**config.mk**
```make
export PLATFORM = sky130hd
export DESIGN_NAME = aes_job_scheduler_flat
export DESIGN_NICKNAME = d
export VERILOG_FILES = /design/src/rtl/aes_job_scheduler_if.sv /design/src/rtl/aes_job_scheduler.sv /design/src/flat_wrapper.sv
export SDC_FILE = /design/constraint.sdc
export NUM_CORES = 1
export LEC_CHECK = 0
export CELL_PAD_IN_SITES_DETAIL_PLACEMENT = 2
export CELL_PAD_IN_SITES_GLOBAL_PLACEMENT = 2
export CORE_AREA = 5 5 459 461
export CTS_BUF_LIST = sky130_fd_sc_hd__clkbuf_8 sky130_fd_sc_hd__clkbuf_16
export DETAILED_ROUTE_END_ITERATION = 10
export DIE_AREA = 0 0 464 466
export PLACE_DENSITY = 0.5
export SLEW_MARGIN = 15
export SYNTH_ARGS = -nofsm -noshare
export SYNTH_HDL_FRONTEND = slang
export SYNTH_SLANG_ARGS = --single-unit
export TNS_END_PERCENT = 100
```
**constraint.sdc**
```tcl
create_clock -name clk -period 4 [get_ports clk]
set_input_delay 0.8 -clock clk [delete_from_list [all_inputs] [get_ports clk]]
set_output_delay 0.8 -clock clk [all_outputs]
set_load 0.01 [all_outputs]
```
**src/rtl/aes_job_scheduler_if.sv**
```systemverilog
// Requester-side bundle for aes_job_scheduler: two independent job ports,
// each with a request channel (valid/ready, mode, data, key) and a
// response channel (valid/ready, data, err).
//   master : the request sources (drive requests, consume responses)
//   slave  : the scheduler (accepts requests, produces responses)
interface aes_job_scheduler_if #(
  parameter int Nk = 4
);
  logic              req0_valid;
  logic              req0_ready;
  logic              req0_mode;
  logic [127:0]      req0_data;
  logic [Nk*32-1:0]  req0_key;
  logic              resp0_valid;
  logic              resp0_ready;
  logic [127:0]      resp0_data;
  logic              resp0_err;

  logic              req1_valid;
  logic              req1_ready;
  logic              req1_mode;
  logic [127:0]      req1_data;
  logic [Nk*32-1:0]  req1_key;
  logic              resp1_valid;
  logic              resp1_ready;
  logic [127:0]      resp1_data;
  logic              resp1_err;

  modport master (
    output req0_valid, req0_mode, req0_data, req0_key, resp0_ready,
    output req1_valid, req1_mode, req1_data, req1_key, resp1_ready,
    input  req0_ready, resp0_valid, resp0_data, resp0_err,
    input  req1_ready, resp1_valid, resp1_data, resp1_err
  );

  modport slave (
    input  req0_valid, req0_mode, req0_data, req0_key, resp0_ready,
    input  req1_valid, req1_mode, req1_data, req1_key, resp1_ready,
    output req0_ready, resp0_valid, resp0_data, resp0_err,
    output req1_ready, resp1_valid, resp1_data, resp1_err
  );
endinterface

```
**src/rtl/aes_job_scheduler.sv**
```systemverilog
// Shares one AES SPI-master core between two requester ports.
// Round-robin arbitration, job latch, core reset pulse, timeout abort and
// per-port result delivery over valid/ready.
// Ports:
//   clk, rst            clock (rising edge), asynchronous active-low reset
//   host                requester bundle (slave side): req0/1, resp0/1
//   core_rst            active-high core reset, held high outside RUN
//   core_sel_encrypt/_decrypt  core mode selects from the latched job
//   core_data_in, core_key     latched job block and key
//   core_done, core_data_out   core completion and result
module aes_job_scheduler #(
  parameter int Nk             = 4,
  parameter int RST_CYCLES     = 2,
  parameter int TIMEOUT_CYCLES = 4095
) (
  input  logic              clk,
  input  logic              rst,
  aes_job_scheduler_if.slave host,
  output logic              core_rst,
  output logic              core_sel_encrypt,
  output logic              core_sel_decrypt,
  output logic [127:0]      core_data_in,
  output logic [Nk*32-1:0]  core_key,
  input  logic              core_done,
  input  logic [127:0]      core_data_out
);

  localparam int CNT_MAX = (TIMEOUT_CYCLES > RST_CYCLES) ? TIMEOUT_CYCLES : RST_CYCLES;
  localparam int CW      = $clog2(CNT_MAX + 1);
  localparam logic [CW-1:0] RST_LAST = CW'(RST_CYCLES);
  localparam logic [CW-1:0] TO_LAST  = CW'(TIMEOUT_CYCLES - 1);

  typedef enum logic [1:0] {IDLE, LAUNCH, RUN, DELIVER} state_t;

  state_t        state;
  logic [CW-1:0] cnt;
  logic          owner;
  logic          last_grant;

  logic          any_valid;
  logic          grant;
  logic          take;
  logic          take_mode;
  logic          resp_taken;

  // On a tie the port that did not win last time is granted.
  always_comb begin
    any_valid = host.req0_valid | host.req1_valid;
    if (host.req0_valid && host.req1_valid) grant = ~last_grant;
    else                                    grant = host.req1_valid;
    take       = (state == IDLE) && any_valid;
    take_mode  = grant ? host.req1_mode : host.req0_mode;
    resp_taken = owner ? host.resp1_ready : host.resp0_ready;
  end

  assign host.req0_ready = take && !grant;
  assign host.req1_ready = take && grant;

  always_ff @(posedge clk or negedge rst) begin
    if (!rst) begin
      state            <= IDLE;
      cnt              <= '0;
      owner            <= 1'b0;
      last_grant       <= 1'b1;
      core_rst         <= 1'b1;
      core_sel_encrypt <= 1'b0;
      core_sel_decrypt <= 1'b0;
      core_data_in     <= '0;
      core_key         <= '0;
      host.resp0_valid <= 1'b0;
      host.resp0_data  <= '0;
      host.resp0_err   <= 1'b0;
      host.resp1_valid <= 1'b0;
      host.resp1_data  <= '0;
      host.resp1_err   <= 1'b0;
    end else begin
      case (state)
        IDLE: begin
          core_rst <= 1'b1;
          if (take) begin
            owner            <= grant;
            last_grant       <= grant;
            core_data_in     <= grant ? host.req1_data : host.req0_data;
            core_key         <= grant ? host.req1_key  : host.req0_key;
            core_sel_encrypt <= !take_mode;
            core_sel_decrypt <= take_mode;
            cnt              <= '0;
            state            <= LAUNCH;
          end
        end
        // The counter starts at 0 on the accept edge and RUN is entered when
        // it reaches RST_CYCLES, so core_rst falls RST_CYCLES+1 edges after
        // the accept edge.
        LAUNCH: begin
          if (cnt == RST_LAST) begin
            core_rst <= 1'b0;
            cnt      <= '0;
            state    <= RUN;
          end else begin
            cnt <= cnt + CW'(1);
          end
        end
        // Done is tested first so a coincident timeout still returns data.
        RUN: begin
          if (core_done || cnt == TO_LAST) begin
            core_rst         <= 1'b1;
            core_sel_encrypt <= 1'b0;
            core_sel_decrypt <= 1'b0;
            cnt              <= '0;
            state            <= DELIVER;
            if (owner) begin
              host.resp1_valid <= 1'b1;
              host.resp1_data  <= core_done ? core_data_out : '0;
              host.resp1_err   <= !core_done;
            end else begin
              host.resp0_valid <= 1'b1;
              host.resp0_data  <= core_done ? core_data_out : '0;
              host.resp0_err   <= !core_done;
            end
          end else begin
            cnt <= cnt + CW'(1);
          end
        end
        DELIVER: begin
          if (resp_taken) begin
            host.resp0_valid <= 1'b0;
            host.resp1_valid <= 1'b0;
            cnt              <= '0;
            state            <= IDLE;
          end
        end
        default: state <= IDLE;
      endcase
    end
  end

endmodule

```
**src/flat_wrapper.sv**
```systemverilog
// flat-port wrapper written by rule: the top's interface ports become plain ports
module aes_job_scheduler_flat 
#(
  parameter int Nk             = 4,
  parameter int RST_CYCLES     = 2,
  parameter int TIMEOUT_CYCLES = 4095
)
  (clk, rst, core_rst, core_sel_encrypt, core_sel_decrypt, core_data_in, core_key, core_done, core_data_out, host_req0_valid, host_req0_mode, host_req0_data, host_req0_key, host_resp0_ready, host_req1_valid, host_req1_mode, host_req1_data, host_req1_key, host_resp1_ready, host_req0_ready, host_resp0_valid, host_resp0_data, host_resp0_err, host_req1_ready, host_resp1_valid, host_resp1_data, host_resp1_err);
  aes_job_scheduler_if #(.Nk(Nk)) host_i ();
  input  logic clk;
  input  logic rst;
  output logic core_rst;
  output logic core_sel_encrypt;
  output logic core_sel_decrypt;
  output logic [127:0] core_data_in;
  output logic [Nk*32-1:0] core_key;
  input  logic core_done;
  input  logic [127:0] core_data_out;
  input wire logic [$bits(host_i.req0_valid)-1:0] host_req0_valid;
  input wire logic [$bits(host_i.req0_mode)-1:0] host_req0_mode;
  input wire logic [$bits(host_i.req0_data)-1:0] host_req0_data;
  input wire logic [$bits(host_i.req0_key)-1:0] host_req0_key;
  input wire logic [$bits(host_i.resp0_ready)-1:0] host_resp0_ready;
  input wire logic [$bits(host_i.req1_valid)-1:0] host_req1_valid;
  input wire logic [$bits(host_i.req1_mode)-1:0] host_req1_mode;
  input wire logic [$bits(host_i.req1_data)-1:0] host_req1_data;
  input wire logic [$bits(host_i.req1_key)-1:0] host_req1_key;
  input wire logic [$bits(host_i.resp1_ready)-1:0] host_resp1_ready;
  output wire logic [$bits(host_i.req0_ready)-1:0] host_req0_ready;
  output wire logic [$bits(host_i.resp0_valid)-1:0] host_resp0_valid;
  output wire logic [$bits(host_i.resp0_data)-1:0] host_resp0_data;
  output wire logic [$bits(host_i.resp0_err)-1:0] host_resp0_err;
  output wire logic [$bits(host_i.req1_ready)-1:0] host_req1_ready;
  output wire logic [$bits(host_i.resp1_valid)-1:0] host_resp1_valid;
  output wire logic [$bits(host_i.resp1_data)-1:0] host_resp1_data;
  output wire logic [$bits(host_i.resp1_err)-1:0] host_resp1_err;
  assign host_i.req0_valid = host_req0_valid;
  assign host_i.req0_mode = host_req0_mode;
  assign host_i.req0_data = host_req0_data;
  assign host_i.req0_key = host_req0_key;
  assign host_i.resp0_ready = host_resp0_ready;
  assign host_i.req1_valid = host_req1_valid;
  assign host_i.req1_mode = host_req1_mode;
  assign host_i.req1_data = host_req1_data;
  assign host_i.req1_key = host_req1_key;
  assign host_i.resp1_ready = host_resp1_ready;
  assign host_req0_ready = host_i.req0_ready;
  assign host_resp0_valid = host_i.resp0_valid;
  assign host_resp0_data = host_i.resp0_data;
  assign host_resp0_err = host_i.resp0_err;
  assign host_req1_ready = host_i.req1_ready;
  assign host_resp1_valid = host_i.resp1_valid;
  assign host_resp1_data = host_i.resp1_data;
  assign host_resp1_err = host_i.resp1_err;
  aes_job_scheduler #(.Nk(Nk), .RST_CYCLES(RST_CYCLES), .TIMEOUT_CYCLES(TIMEOUT_CYCLES)) u_core (.clk(clk), .rst(rst), .host(host_i), .core_rst(core_rst), .core_sel_encrypt(core_sel_encrypt), .core_sel_decrypt(core_sel_decrypt), .core_data_in(core_data_in), .core_key(core_key), .core_done(core_done), .core_data_out(core_data_out));
endmodule
```
; Word-level counts from Yosys, hierarchy flattened
; Index checks and enable logic that the tools add are counted.
[totals]
input_bits = 649
elab_cells = 82
output_inout_bits = 521
ff_bits = 535
[op_classes]
n_addsub = 1
n_bitwise = 3
reduce_logical = 21
mux = 31
n_eq_ne = 11
[ops]
columns = op, count
row1 = $mux W128, 3
row2 = $mux W12, 4
row3 = $pmux W12 S4, 1
row4 = $mux W1, 13
row5 = $add A12 B1 Y12 const B, 1
row6 = $eq A12 B12 Y1 const B, 1
row7 = $eq A12 B2 Y1 const B, 1
row8 = $reduce_and A3 Y1, 4
row9 = $reduce_and A4 Y1, 3
row10 = $ne A2 B1 Y1 const B, 5
row11 = $mux W2, 4
row12 = $pmux W1 S2, 4
row13 = $pmux W2 S4, 1
row14 = $eq A2 B2 Y1 const B, 2
row15 = $logic_and A1 B1 Y1, 4
row16 = $reduce_and A2 Y1, 2
row17 = $reduce_bool A2 Y1, 2
row18 = $logic_not A1 Y1, 3
row19 = $pmux W1 S3, 1
row20 = $reduce_bool A3 Y1, 1
row21 = $eq A2 B1 Y1 const B, 1
row22 = $logic_not A2 Y1, 1
row23 = $ne A2 B2 Y1 const B, 1
row24 = $not A1 Y1, 2
row25 = 2 further kinds, 2

; Depth between registers and ports, before layout
[logic_depth]
depth_word = 6
mapped_depth = 9
mapped_depth_nobuf = 7

; Least setup slack after synthesis
; Ideal clock, no wire load.
[synth_path]
kind = input to output
from = input port host_req1_valid
to = output port host_req1_ready
required_ns = 3.200
path_buffers = 2
stages = 4
arrival_time_ns = 1.637
path_slack_ns = 1.563
cell_sequence = a21boi_0 and2_1 buf_2 clkbuf_1
[synth_via]
elab_chain_cells = 3
elab_cells_between_ends = 5
cone_classes = 1 x mux / 1 x bitwise / 3 x reduce/logical
[synth_rtl]
columns = item, line
row1 = from (decl), flat_wrapper.sv:24  ; input wire logic [$bits(host_i.req1_valid)-1:0] host_req1_valid;
row2 = $or A1 B1 Y1 / $logic_and A1 B1 Y1 (equally long branches), "aes_job_scheduler.sv:48, aes_job_scheduler.sv:49"
row3 = $logic_and A1 B1 Y1 / $mux W1 (equally long branches), "aes_job_scheduler.sv:51, aes_job_scheduler.sv:49"
row4 = $logic_and A1 B1 Y1 (*), aes_job_scheduler.sv:57  ; assign host.req1_ready = take && grant;
row5 = to (decl), flat_wrapper.sv:33  ; output wire logic [$bits(host_i.req1_ready)-1:0] host_req1_ready;
; Every way passes the cells marked *; elsewhere a longest branch is shown, timed or not.

; Worst setup path in the final report
; Same ends and word-level chain as after synthesis.

==> metrics.yaml <==
status: "finished clean"
grt.met2_usage: 0.274
clk-insertion-delay-late_ns: 0.67
skew_ns: 0.0304
nNetsFinal: 3379
die_area_um2: 216000
avgViaCountPerCell: 3.84
numCtsBuffers: 74
grt_pass1_wl_mm: 219
netlist.area_leader.share: 0.633
grt.total_usage: 0.148
syn_area_um2: 21100
num_rows: 167
nFillCells: 23147
max_freq_ghz: 0.296
top_usage_layer: "met2"
drive_gt1_frac: 0.0716
setup_tns_ns: 0
cts-root-buf: "clkbuf_16"
multiInputGateArea_um2: 5950
finalCriticalPeriod_ns: 3.38
grt_max_degree: 156
path_clk_slew_ns: 0.05
start_kind: "input port"
totalWireLength_mm: 167
die_h_um: 466
tightest_slew_ns: 1.08
seqCellArea_um2: 13400
grt_pass1_vias: 22942
drt_iter0_drc: 2244
cts.sinks: 535
syn-mean-instance-area_um2: 13.2
finalHoldViolations: 0
cts_max_path_buffers: 3
antenna_found_initial: 133
cts-resized-gates: 0
ys_seq_area_frac: 0.636
irDropWorstVdd_mv: 0.334
min_path_type: "input port to async pin"
syn_inst: 1594
h-tree-depth: 3
vias: 21186
cts_setup_buffers: 0
grt_setup_unrepaired: "false"
yosysWarnings: 0
ios: 1170
die_w_um: 464
syn2layout_area_growth_pct: 84.0
end_kind: "primary output"
ys_ff_latch: 535
wl_per_cell_um: 30.3
startpoint: "host_req1_valid"
crit_type: "input port to primary output"
synth_edf_count: 0
grt.overflow.total: 0
setup_viol: 0
async_flop_share: 1.00
drtPass1Iterations: 11
period_share: 0.845
use_met1: 0.144
p_leak_nw: 16.1
port-buffer-count: 1169
place_hpwl_mm: 135
fp.coreArea_um2: 206000
cts_hold_buf: 0
drc: 0
initial_core_util: 0.102
r2r-start: "u_core.cnt[0]$_DFFE_PN0P_"
final_util: 0.188
ant_nets: 0
yosys-top-cells-area: "dfrtp_1 63%, a222oi_1 12%, a32o_1 12%"
cp.required_ns: 3.20
gp_congestion: 0.807
synth.distinct_cells: 51
critPathArrivalTime_ns: 2.58
tritoncts: "done"
relSlewSlack: 0.278
report.final.slew_viol_count: 0
ys.flop_type: "dfrtp_1"
max_cap_viol_count: 0
synth_nets: 2250
crit_fanout: 4
p_per_area_nw_per_um2: 783
grt_use_met3: 0.0735
synth_area_leader_cell: "dfrtp_1"
[worst paths after layout]
path | cells past startpoint | end | slack, ns
worst min register to register | 1 | u_core.host.resp1_data[116]$_DFFE_PN0P_ | 0.49
max in group asynchronous | 3 | u_core.host.resp1_data[72]$_DFFE_PN0P_ | 2.80
worst min-delay path | 1 | u_core.host.resp0_data[28]$_DFFE_PN0P_ | 0.13
worst max-delay path | 4 | host_req1_ready | 0.62
worst max register to register | 7 | u_core.host.resp0_err$_DFFE_PN0P_ | 1.42
min in group clk | 1 | u_core.host.resp1_data[116]$_DFFE_PN0P_ | 0.49
[cells in the mapped netlist, types with 2 or more instances]
cell type / n
o31ai_1: 3
and4_4: 2
and2_2: 2
o21ai_1: 7
nand2b_4: 2
and3_1: 2
dfrtp_1: 533
a222oi_1: 256
o21ai_0: 8
nor2_1: 3
nand3_1: 6
a21o_1: 4
a32o_1: 256
a22oi_1: 2
nor2b_1: 6
buf_2: 56
a22o_1: 7
buf_6: 3
nor3_1: 3
inv_1: 265
ha_1: 7
nand2_1: 12
a21oi_1: 4
and2_1: 3
clkbuf_1: 112
dfstp_2: 2
a211oi_1: 2
buf_1: 2
a2bb2oi_1: 2
[power breakdown]
group	total [mW]	switching, mW	internal, mW
sequential	9.62	1.70	7.92
clock	7.07	2.75	4.31
combinational	13.7	6.56	7.11
[registers in the layout, indices dropped and copies added, names as in the netlist]
name,cells
u_core.core_sel_encrypt,1
u_core.core_data_in,128
u_core.core_sel_decrypt,1
u_core.host.resp0_valid,1
u_core.host.resp1_data,128
u_core.host.resp1_err,1
u_core.host.resp1_valid,1
u_core.last_grant,1
u_core.core_key,128
u_core.core_rst,1
u_core.host.resp0_err,1
u_core.state,2
u_core.owner,1
u_core.host.resp0_data,128
u_core.cnt,12
[metal layers]
metal / vias to the layer above / routed length (um)
li1: 8652 / -
met1: 11017 / 55700
met2: 1126 / 88300
met3: 321 / 18100
met4: 70 / 4640
met5: - / 460
[through the flow]
step	hold slack (ns)	instance area [um2]	worst slack [ns]	power, mW	instances
after floorplan	0.474	21100	1.56	14.7	1594
after global placement	0.464	36100	0.643	23.4	5351
after detailed placement	0.464	36100	0.628	23.6	5351
after CTS	0.102	38700	0.621	31.0	5484
after global routing	0.121	38700	0.579	32.2	5498
final	0.134	38800	0.620	30.4	5512
[layout by cell type, fill, tap and decap left out, types with 2 or more instances in the layout]
cell type | netlist | layout
clkdlybuf4s50_1 | 0 | 1167
dfrtp_1 | 533 | 533
inv_1 | 265 | 280
a32o_1 | 256 | 256
a222oi_1 | 256 | 256
clkbuf_16 | 0 | 76
buf_4 | 1 | 41
diode_2 | 0 | 28
clkbuf_8 | 1 | 23
buf_12 | 0 | 18
nand2_1 | 12 | 12
o21ai_0 | 8 | 8
a22o_1 | 7 | 7
ha_1 | 7 | 7
bufinv_16 | 0 | 7
o21ai_1 | 7 | 6
nand3_1 | 6 | 6
clkinv_2 | 0 | 6
nor2b_1 | 6 | 5
a21o_1 | 4 | 4
nor3_1 | 3 | 3
a21oi_1 | 4 | 3
o31ai_1 | 3 | 3
nor2_1 | 3 | 3
a2bb2oi_1 | 2 | 2
nand2b_4 | 2 | 2
a22oi_1 | 2 | 2
a211oi_1 | 2 | 2
and2_4 | 0 | 2
and3_1 | 2 | 2
and4_4 | 2 | 2
and2_2 | 2 | 2
inv_6 | 0 | 2
clkinvlp_4 | 0 | 2
dfstp_2 | 2 | 2
[critical path: stages]
cell and delay [ns]:
clkdlybuf4s50_1 0.64, a21boi_0 0.35, and2_4 0.22, clkdlybuf4s50_1 0.56
[kinds of logic after synthesis]
kind of cell               count (synthesis)  share of synthesized area
DFF                                      535                      0.636
AOI/OAI and AO/OA                        557                      0.260
adders and majority gates                  7                    0.00416
muxes                                      2                    0.00101
and+or+nand+nor                           53                     0.0158
buffers and inverters                    440                     0.0835
[area by class of cell]
type                            instances  area share
Sequential cell                       535       0.345
Inverter                              265      0.0257
Clock buffer                           98      0.0569
Tap cell                             2704      0.0873
Clock inverter                         35      0.0100
Antenna cell                           28     0.00181
Timing Repair Buffer                 1228       0.319
Multi-Input combinational cell        619       0.153
Power figures use the tool's default switching activity.
